--- src/rtl/uart_tx_ctrl_if.sv ---
// Handshake bundle between the UART TX burst controller and its environment:
// burst command, RAM read port, UART transmitter port and burst status.
// The controller connects through the slave modport; whatever drives bursts,
// models the RAM and the transmitter uses the master modport.
interface uart_tx_ctrl_if #(
  parameter int ADDR_W = 8
);
  logic              start;
  logic              abort;
  logic [ADDR_W-1:0] base_addr;
  logic [ADDR_W:0]   byte_len;
  logic              ram_rd_en;
  logic [ADDR_W-1:0] ram_addr;
  logic [7:0]        ram_rd_data;
  logic              tx_ready;
  logic [7:0]        tx_data_o;
  logic              tx_idle;
  logic              tx_bits_ok;
  logic              bps_clk_up;
  logic              busy;
  logic              done;
  logic [ADDR_W:0]   sent_cnt;

  modport slave (
    input  start, abort, base_addr, byte_len, ram_rd_data,
           tx_idle, tx_bits_ok, bps_clk_up,
    output ram_rd_en, ram_addr, tx_ready, tx_data_o, busy, done, sent_cnt
  );

  modport master (
    output start, abort, base_addr, byte_len, ram_rd_data,
           tx_idle, tx_bits_ok, bps_clk_up,
    input  ram_rd_en, ram_addr, tx_ready, tx_data_o, busy, done, sent_cnt
  );
endinterface

--- src/rtl/uart_tx_ctrl.sv ---
// UART TX burst controller: reads byte_len bytes from RAM starting at
// base_addr and hands them one at a time to a UART transmitter, counting
// completed frames. An abort ends the burst after the frame in progress.
// Optional feature: define UART_TX_CTRL_GAP_EN to insert GAP_BITS bit-times
// of idle line between consecutive bytes of a burst.
module uart_tx_ctrl #(
  parameter int ADDR_W   = 8,
  parameter int GAP_BITS = 3
) (
  input  logic          sys_clk,
  input  logic          rst,
  uart_tx_ctrl_if.slave bus
);

`ifdef UART_TX_CTRL_GAP_EN
  typedef enum logic [2:0] {IDLE, FETCH, LATCH, SEND, WAIT_END, FINISH, GAP} state_t;
`else
  typedef enum logic [2:0] {IDLE, FETCH, LATCH, SEND, WAIT_END, FINISH} state_t;
`endif

  state_t            state;
  state_t            state_nx;
  logic [ADDR_W-1:0] addr;
  logic [ADDR_W:0]   len;
  logic [ADDR_W:0]   sent;
  logic [ADDR_W:0]   sent_inc;
  logic [7:0]        data;
  logic              busy_r;
  logic              done_r;
  logic              abort_pend;
  logic              stop_now;

`ifdef UART_TX_CTRL_GAP_EN
  logic [3:0]        gap_cnt;
`endif

  // A same-cycle abort counts as pending so the decision after a frame sees it.
  assign sent_inc = sent + (ADDR_W+1)'(1);
  assign stop_now = (sent_inc == len) || abort_pend || bus.abort;

  // Next-state logic; start/abort only matter in the states listed.
  always_comb begin
    state_nx = state;
    case (state)
      IDLE: begin
        if (bus.start) state_nx = (bus.byte_len == '0) ? FINISH : FETCH;
      end
      FETCH:    state_nx = LATCH;
      LATCH:    state_nx = SEND;
      SEND: begin
        if (!bus.tx_idle) state_nx = WAIT_END;
      end
      WAIT_END: begin
        if (bus.tx_bits_ok) begin
          if (stop_now) state_nx = FINISH;
`ifdef UART_TX_CTRL_GAP_EN
          else          state_nx = GAP;
`else
          else          state_nx = FETCH;
`endif
        end
      end
`ifdef UART_TX_CTRL_GAP_EN
      GAP: begin
        if (abort_pend || bus.abort)                               state_nx = FINISH;
        else if (bus.bps_clk_up && gap_cnt == 4'(GAP_BITS - 1))    state_nx = FETCH;
      end
`endif
      FINISH:   state_nx = IDLE;
      default:  state_nx = IDLE;
    endcase
  end

  // State register.
  always_ff @(posedge sys_clk) begin
    if (rst) state <= IDLE;
    else     state <= state_nx;
  end

  // Burst bookkeeping: address/length capture, byte latch, frame count, abort flag.
  always_ff @(posedge sys_clk) begin
    if (rst) begin
      addr       <= '0;
      len        <= '0;
      sent       <= '0;
      data       <= '0;
      busy_r     <= 1'b0;
      done_r     <= 1'b0;
      abort_pend <= 1'b0;
    end else begin
      done_r <= (state == FINISH);
      if (state == IDLE && bus.start) begin
        addr   <= bus.base_addr;
        len    <= bus.byte_len;
        sent   <= '0;
        busy_r <= 1'b1;
      end
      if (state == LATCH) data <= bus.ram_rd_data;
      if (state == WAIT_END && bus.tx_bits_ok) begin
        sent <= sent_inc;
        addr <= addr + ADDR_W'(1);
      end
      if (state == FINISH) begin
        busy_r     <= 1'b0;
        abort_pend <= 1'b0;
      end else if (state != IDLE && bus.abort) begin
        abort_pend <= 1'b1;
      end
    end
  end

`ifdef UART_TX_CTRL_GAP_EN
  // Bit-time counter, only running while the line is held idle between bytes.
  always_ff @(posedge sys_clk) begin
    if (rst || state != GAP) gap_cnt <= '0;
    else if (bus.bps_clk_up) gap_cnt <= gap_cnt + 4'd1;
  end
`endif

  // Strobes decode straight from state; everything else is registered.
  always_comb begin
    bus.ram_rd_en = (state == FETCH);
    bus.ram_addr  = addr;
    bus.tx_ready  = (state == SEND);
    bus.tx_data_o = data;
    bus.busy      = busy_r;
    bus.done      = done_r;
    bus.sent_cnt  = sent;
  end

endmodule

--- src/flat_wrapper.sv ---
// flat-port wrapper written by rule: the top's interface ports become plain ports
module uart_tx_ctrl_flat 
#(
  parameter int ADDR_W   = 8,
  parameter int GAP_BITS = 3
)
  (sys_clk, rst, bus_start, bus_abort, bus_base_addr, bus_byte_len, bus_ram_rd_data, bus_tx_idle, bus_tx_bits_ok, bus_bps_clk_up, bus_ram_rd_en, bus_ram_addr, bus_tx_ready, bus_tx_data_o, bus_busy, bus_done, bus_sent_cnt);
  uart_tx_ctrl_if #(.ADDR_W(ADDR_W)) bus_i ();
  input  logic sys_clk;
  input  logic rst;
  input wire logic [$bits(bus_i.start)-1:0] bus_start;
  input wire logic [$bits(bus_i.abort)-1:0] bus_abort;
  input wire logic [$bits(bus_i.base_addr)-1:0] bus_base_addr;
  input wire logic [$bits(bus_i.byte_len)-1:0] bus_byte_len;
  input wire logic [$bits(bus_i.ram_rd_data)-1:0] bus_ram_rd_data;
  input wire logic [$bits(bus_i.tx_idle)-1:0] bus_tx_idle;
  input wire logic [$bits(bus_i.tx_bits_ok)-1:0] bus_tx_bits_ok;
  input wire logic [$bits(bus_i.bps_clk_up)-1:0] bus_bps_clk_up;
  output wire logic [$bits(bus_i.ram_rd_en)-1:0] bus_ram_rd_en;
  output wire logic [$bits(bus_i.ram_addr)-1:0] bus_ram_addr;
  output wire logic [$bits(bus_i.tx_ready)-1:0] bus_tx_ready;
  output wire logic [$bits(bus_i.tx_data_o)-1:0] bus_tx_data_o;
  output wire logic [$bits(bus_i.busy)-1:0] bus_busy;
  output wire logic [$bits(bus_i.done)-1:0] bus_done;
  output wire logic [$bits(bus_i.sent_cnt)-1:0] bus_sent_cnt;
  assign bus_i.start = bus_start;
  assign bus_i.abort = bus_abort;
  assign bus_i.base_addr = bus_base_addr;
  assign bus_i.byte_len = bus_byte_len;
  assign bus_i.ram_rd_data = bus_ram_rd_data;
  assign bus_i.tx_idle = bus_tx_idle;
  assign bus_i.tx_bits_ok = bus_tx_bits_ok;
  assign bus_i.bps_clk_up = bus_bps_clk_up;
  assign bus_ram_rd_en = bus_i.ram_rd_en;
  assign bus_ram_addr = bus_i.ram_addr;
  assign bus_tx_ready = bus_i.tx_ready;
  assign bus_tx_data_o = bus_i.tx_data_o;
  assign bus_busy = bus_i.busy;
  assign bus_done = bus_i.done;
  assign bus_sent_cnt = bus_i.sent_cnt;
  uart_tx_ctrl #(.ADDR_W(ADDR_W), .GAP_BITS(GAP_BITS)) u_core (.sys_clk(sys_clk), .rst(rst), .bus(bus_i));
endmodule
--- config.mk ---
export PLATFORM = sky130hd
export DESIGN_NAME = uart_tx_ctrl_flat
export DESIGN_NICKNAME = d
export VERILOG_FILES = /design/src/rtl/uart_tx_ctrl_if.sv /design/src/rtl/uart_tx_ctrl.sv /design/src/flat_wrapper.sv
export SDC_FILE = /design/constraint.sdc
export NUM_CORES = 1
export LEC_CHECK = 0
export BUFFER_PORTS_ARGS = -buffer_cell sky130_fd_sc_hd__buf_2
export CORE_MARGIN = 3
export CORE_UTILIZATION = 50
export DETAILED_ROUTE_END_ITERATION = 16
export MAX_ROUTING_LAYER = met4
export PLACE_DENSITY = 0.86
export SKIP_CTS_REPAIR_TIMING = 1
export SLEW_MARGIN = 20
export SYNTH_ARGS = -nofsm -noshare
export SYNTH_HDL_FRONTEND = slang
export SYNTH_SLANG_ARGS = --single-unit
export TNS_END_PERCENT = 30
--- constraint.sdc ---
create_clock -name sys_clk -period 3.36 [get_ports sys_clk]
set_input_delay 0 -clock sys_clk [delete_from_list [all_inputs] [get_ports sys_clk]]
set_output_delay 0 -clock sys_clk [all_outputs]
set_load 0.02 [all_outputs]
# Word level (Yosys, flattened, before mapping)

Index checks and enable logic that the tools add are counted.

Memories kept: 0
Input port bits: 32
ROM bits: 0
Output and inout bits: 29
Bits in writable memories: 0
Logic and storage cells: 40
Bits in latches: 0
Bits in registers: 40

Equality and inequality tests: 9
$add $sub $neg: 2
$lt $le $gt $ge: 0
Multipliers: 0
Reductions and logical operators: 11
Bitwise gates (word level): 0
Divide/modulo/power cells: 0
Multiplexer cells: 10
Shift operators: 0

Operator list:

| operator            | number |
|---|---|
| $mux 9              | 2 |
| $mux 8              | 2 |
| $mux 3              | 5 |
| $pmux 3 s5          | 1 |
| $add 9x1->9 const B | 1 |
| $eq 9x9->1          | 1 |
| $logic_not 9->1     | 1 |
| $add 8x1->8 const B | 1 |
| $eq 3x2->1 const B  | 2 |
| $eq 3x3->1 const B  | 2 |
| $ne 2x2->1 const B  | 3 |
| $eq 3x1->1 const B  | 1 |
| $logic_and 1x1->1   | 3 |
| $logic_not 3->1     | 1 |
| $reduce_and 3->1    | 1 |
| $reduce_bool 3->1   | 1 |
| $logic_or 1x1->1    | 2 |
| $reduce_bool 2->1   | 1 |
| $reduce_or 2->1     | 1 |

# Depth between registers and ports, before layout

Depth in word-level cells: 7
Gate-level depth with buffers: 7
Depth with buffers taken out: 6

# Worst setup path before layout

No wires, ideal clock.

Path kind: flip-flop to flip-flop
From: register u_core.sent[0] (netlist: u_core.bus.sent_cnt[0])
To: register u_core.state[2]
Setup time: 87 ps
Stages on the path, launching flop included: 7
Path buffers: 0
Setup slack: 1675 ps
Period minus slack after synthesis: 1685 ps
Arrival: 1598 ps
Required time: 3273 ps
Path through: dfxtp_1 > ha_1 > and3_1 > or3_1 > a31oi_1 > o211ai_1 > o31ai_1

Longest elaborated chain between the ends: 7

Ends and longest elaborated chain:

| element                        | line                | source |
|---|---|---|
| from (decl)                    | uart_tx_ctrl.sv:25  | `logic [ADDR_W:0] sent;` |
| from (signal assigned)         | uart_tx_ctrl.sv:100 | `sent <= sent_inc;` |
| $add 9x1->9                    | uart_tx_ctrl.sv:38  | `assign sent_inc = sent + (ADDR_W+1)'(1);` |
| $eq 9x9->1                     | uart_tx_ctrl.sv:39  | `assign stop_now = (sent_inc == len) \|\| abort_pend \|\| bus.abort;` |
| $logic_or 1x1->1 (2 in series) | uart_tx_ctrl.sv:39  |  |
| $mux 3                         | uart_tx_ctrl.sv:55  | `if (stop_now) state_nx = FINISH;` |
| $mux 3                         | uart_tx_ctrl.sv:54  | `if (bus.tx_bits_ok) begin` |
| $pmux 3 s5                     | uart_tx_ctrl.sv:44  | `case (state)` |
| to (signal assigned)           | uart_tx_ctrl.sv:77  | `else state <= state_nx;` |
| to (decl)                      | uart_tx_ctrl.sv:21  | `state_t state;` |

Every way passes these cells. The select of a mux whose other input is x is not followed.
A chain may end at the register's enable or synchronous reset.

# Worst setup path in the final report

From: register u_core.state[2]
To: register u_core.addr[0] (netlist: u_core.bus.ram_addr[0])

Longest elaborated chain between the ends: 3
Elaborated cells on any way between the ends: 6
Those cells by class: eq/ne: 1; mux: 1; reduce/logical: 4

Ends and longest elaborated chain:

| element                                       | line                                   | source |
|---|---|---|
| $eq 3x3->1 or $logic_not 3->1 (tied branches) | uart_tx_ctrl.sv:99, uart_tx_ctrl.sv:92 |  |
| $logic_and 1x1->1, on equally long branches   | uart_tx_ctrl.sv:99, uart_tx_ctrl.sv:92 |  |
| $mux 8 or $reduce_bool 2->1 (tied branches)   | --                                     |  |
| to (signal assigned)                          | uart_tx_ctrl.sv:93                     | `addr <= bus.base_addr;` |
| to (signal assigned)                          | uart_tx_ctrl.sv:101                    | `addr <= addr + ADDR_W'(1);` |
| to (decl)                                     | uart_tx_ctrl.sv:23                     | `logic [ADDR_W-1:0] addr;` |

Parallel ways exist; a longest one is shown, timed or not.

==> summary.md <==
| Metric | Value |
|---|---|
| Router iterations before antenna repair | 4 |
| Hold Path Origin | bus_ram_rd_data[5] |
| Sw Ratio | 31.4% |
| RR Endpoint | u_core.bus.ram_addr[0] |
| Core area | 3770 µm² |
| Total routed wirelength | 5220 µm |
| CP Launch Type | flop |
| Reg power frac | 49.3% |
| PortBufs | 59 |
| Synth warn | 0 |
| Vias per cell | about 5.5 |
| Die Span X | 69.6 µm |
| Count of final max-slew check failures | 0 |
| Detailed router's first-iteration violation count | roughly 150 |
| Peak VDD IR | about 320 µV |
| Vias | 2041 |
| Worst skew pair latency | around 0.3 ns |
| Combinational Power Share | 23.8% |
| Core Util, Final | 68.8% |
| Outcome | finished with violations |
| Worst path required time | 3.53 ns |
| Worst EP arrival | 2.29 ns |
| Final hold slack | -0.0348 ns |
| Crit Path Class | flop to flop |
| Fmax | 471 MHz |
| N_diodes | 0 |
| GPL Wtd Cong | 0.824 |
| Aggregate negative setup slack | 0 ns |
| Worst r2r src | u_core.state[2] |
| Initial Utilization | a little over half |
| Share of the synthesized area in the top cell type | between 30% and 40% |
| Largest cells by area after synthesis | dfxtp_1 (40%), a21oi_1 (6.9%), nor2_1 (6.1%) |
| HPWL after DPL | 3370 µm |
| Worst Max-Slew Pin Slew | slightly above 1 ns |
| Final setup viols | 0 |
| Wire per inst | around 14 µm |
| Number of core rows | 22 |
| CTS root buffer | clkbuf_8 |
| Most numerous cell in the Yosys netlist | dfxtp_1 |
| All-layer global routing usage | 20.6% |
| Clock sink total | 40 |
| Max Cap Viol | 0 |
| Yosys cell types | 48 |
| Global-route wire length before repair | 7940 µm |
| Area leader, netlist | dfxtp_1 |
| Finished Cell Area | between 2000 and 3000 µm² |
| Largest net degree at the start of global routing | 39 |
| Final min period | around 2.1 ns |
| RSZ-0062 raised after global routing | no |
| Leakage power total | about 1.1 nW |
| Synth async-reset ratio | 0% |
| Synth cell count leaders | dfxtp_1 (40), nor2_1 (33), a21oi_1 (28), nand2_1 (28), nand3_1 (9) |
| Post-synth EDFFs | 0 |
| Hold path depth | 3 |
| Die Y | 69.6 µm |
| R2R cell count | 4 |
| Register-to-register setup slack | 1.24 ns |
| Layout Nets | 354 |
| ANT nets after route | 0 |
| Post-Syn Area | roughly 2000 µm² |
| Rel. slew slack | roughly 30% |
| Initial antenna violation count | 0 |
| PwrDens | 434 nW/µm² |
| Slowest-stage cell, CP | nor4b_4 |
| Number of CTS-inserted buffers | 5 |
| Die area | 4850 µm² |
| Post-Syn Nets | 281 |
| Psw | 354 µW |
| Crit Path Max Fanout | 17 |
| Clock power frac | 27.0% |
| Top_reg_cell synth | dfxtp_1 |
| Cell Int Power | 773 µW |
| Worst clock skew | 0.00654 ns |
| Tcrit/Tclk final | roughly 63% |
| Share of post-route cells with drive strength above 1 | 23.4% |
| Post-synthesis sequential area ratio | 39.6% |
| GRT Residual Overflow | 0 |
| TritonCTS clock tree | yes |
| Violated checks | negative hold slack |
| Synth Register Bits | 40 |
| Hold Violations, Final | 2 |
| Worst hold endpoint | u_core.bus.tx_data_o[5] |
| Clock-pin slew on the worst setup and hold paths | 0.08 ns |
| Vias in the first global route | approximately 1900 |
| Critical Path Sink Type | flop |
| Layout area overhead | 28.2% |
| Syn Inst Count | around 250 |
| Crit-path max cell delay | 0.99 ns |
| Maximum root-to-sink buffer count | 2 |
| Htree depth | 2 |
| I/O pins | 61 |
| Cell chain of the critical path | nor4b_4, nor2_4, a221oi_1, nor2_1 |
| Area of placed instances | 2320 µm² |
| DRC | 0 |
| Worst min path class | input port to flop |
| Post-Syn Area per Cell | 8.19 µm² |
## state kept, by name, summed over array words and instances (netlist names)
register / cells
u_core.bus.sent_cnt: 9
u_core.len: 9
u_core.bus.ram_addr: 8
u_core.bus.tx_data_o: 8
u_core.state: 3
u_core.abort_pend: 1
u_core.bus.busy: 1
u_core.bus.done: 1
## layer usage
| layer | up-vias | wire, µm | GRT usage, % |
|---|---|---|---|
| met5 | - | 0 | - |
| met4 | 0 | 133 | 10.4 |
| met3 | 14 | 298 | 4.49 |
| met2 | 73 | 2590 | 34.1 |
| met1 | 932 | 2200 | 23.2 |
| li1 | 1022 | - | - |
## layout make-up
| type | count | area [µm²] |
|---|---|---|
| clock inverters | 1 | 5.00 |
| fillers | 304 | 1180 |
| well taps | 48 | 60.1 |
| inverters | 4 | 15.0 |
| flip-flops and latches | 40 | 801 |
| multi-input cells | 188 | 1130 |
| repair buffers | 81 | 510 |
| clock buffers | 6 | 72.6 |
## power by group through the flow
stage / clock network, mW / registers [mW] / logic [mW]
2_1_floorplan: 0 / 0.576 / 0.164
3_3_place_gp: 0 / 0.561 / 0.243
3_5_place_dp: 0 / 0.564 / 0.248
4_1_cts: 0.312 / 0.553 / 0.249
5_1_grt: 0.328 / 0.560 / 0.295
6_report: 0.304 / 0.555 / 0.268
## per-stage QoR
step | std cells | power (mW) | worst slack [ns]
2_1_floorplan | 247 | 0.740 | 1.68
6_report | 368 | 1.13 | 1.24
5_1_grt | 368 | 1.18 | 1.11
4_1_cts | 348 | 1.11 | 1.27
3_5_place_dp | 341 | 0.812 | 1.28
3_3_place_gp | 341 | 0.804 | 1.34
## how the worst max path moves through the flow
stage	slack [ns]	start	cells past startpoint	end
after floorplan	1.68	u_core.bus.sent_cnt[0]	6	u_core.state[2]
after global placement	1.34	u_core.state[2]	4	u_core.bus.ram_addr[0]
after detailed placement	1.28	u_core.state[2]	4	u_core.bus.ram_addr[0]
after CTS	1.27	u_core.state[2]	4	u_core.bus.ram_addr[0]
after global routing	1.11	u_core.state[2]	4	u_core.bus.ram_addr[0]
final	1.24	u_core.state[2]	4	u_core.bus.ram_addr[0]
## placed cells by master (no fill, tap or decap), types with 3 or more instances in the layout
master / netlist / layout
xor2_1: 5 / 5
dlygate4sd3_1: 0 / 20
o21ai_0: 5 / 5
nand3_1: 9 / 9
nor3_1: 6 / 6
o21ai_1: 6 / 6
or3_1: 4 / 4
a21oi_1: 28 / 28
nand4_1: 3 / 3
a32oi_1: 3 / 3
nand2_1: 28 / 28
xnor2_1: 8 / 8
nor4_1: 5 / 5
dfxtp_1: 40 / 40
a311oi_1: 3 / 3
clkbuf_8: 0 / 5
inv_1: 4 / 4
nor3b_1: 3 / 3
nor2_1: 33 / 33
mux2i_1: 8 / 8
buf_2: 5 / 59
## cells by family after synthesis
group / synth area share, %
and+or+nand+nor: 27.7
AOI/OAI and AO/OA: 17.3
DFF: 39.6
buffers and inverters: 4.58
xor gates and xnor gates: 5.63
muxes: 3.96
adders and majority gates: 1.24
## worst max-delay path, delay by kind of cell (launching register included)
family | cells | cell delay, ns
AND/OR/NAND/NOR | 3 | 1.21
flip-flops | 1 | 0.49
AO/OA/AOI/OAI | 1 | 0.29
No activity file was read; power rests on OpenSTA's default activity.
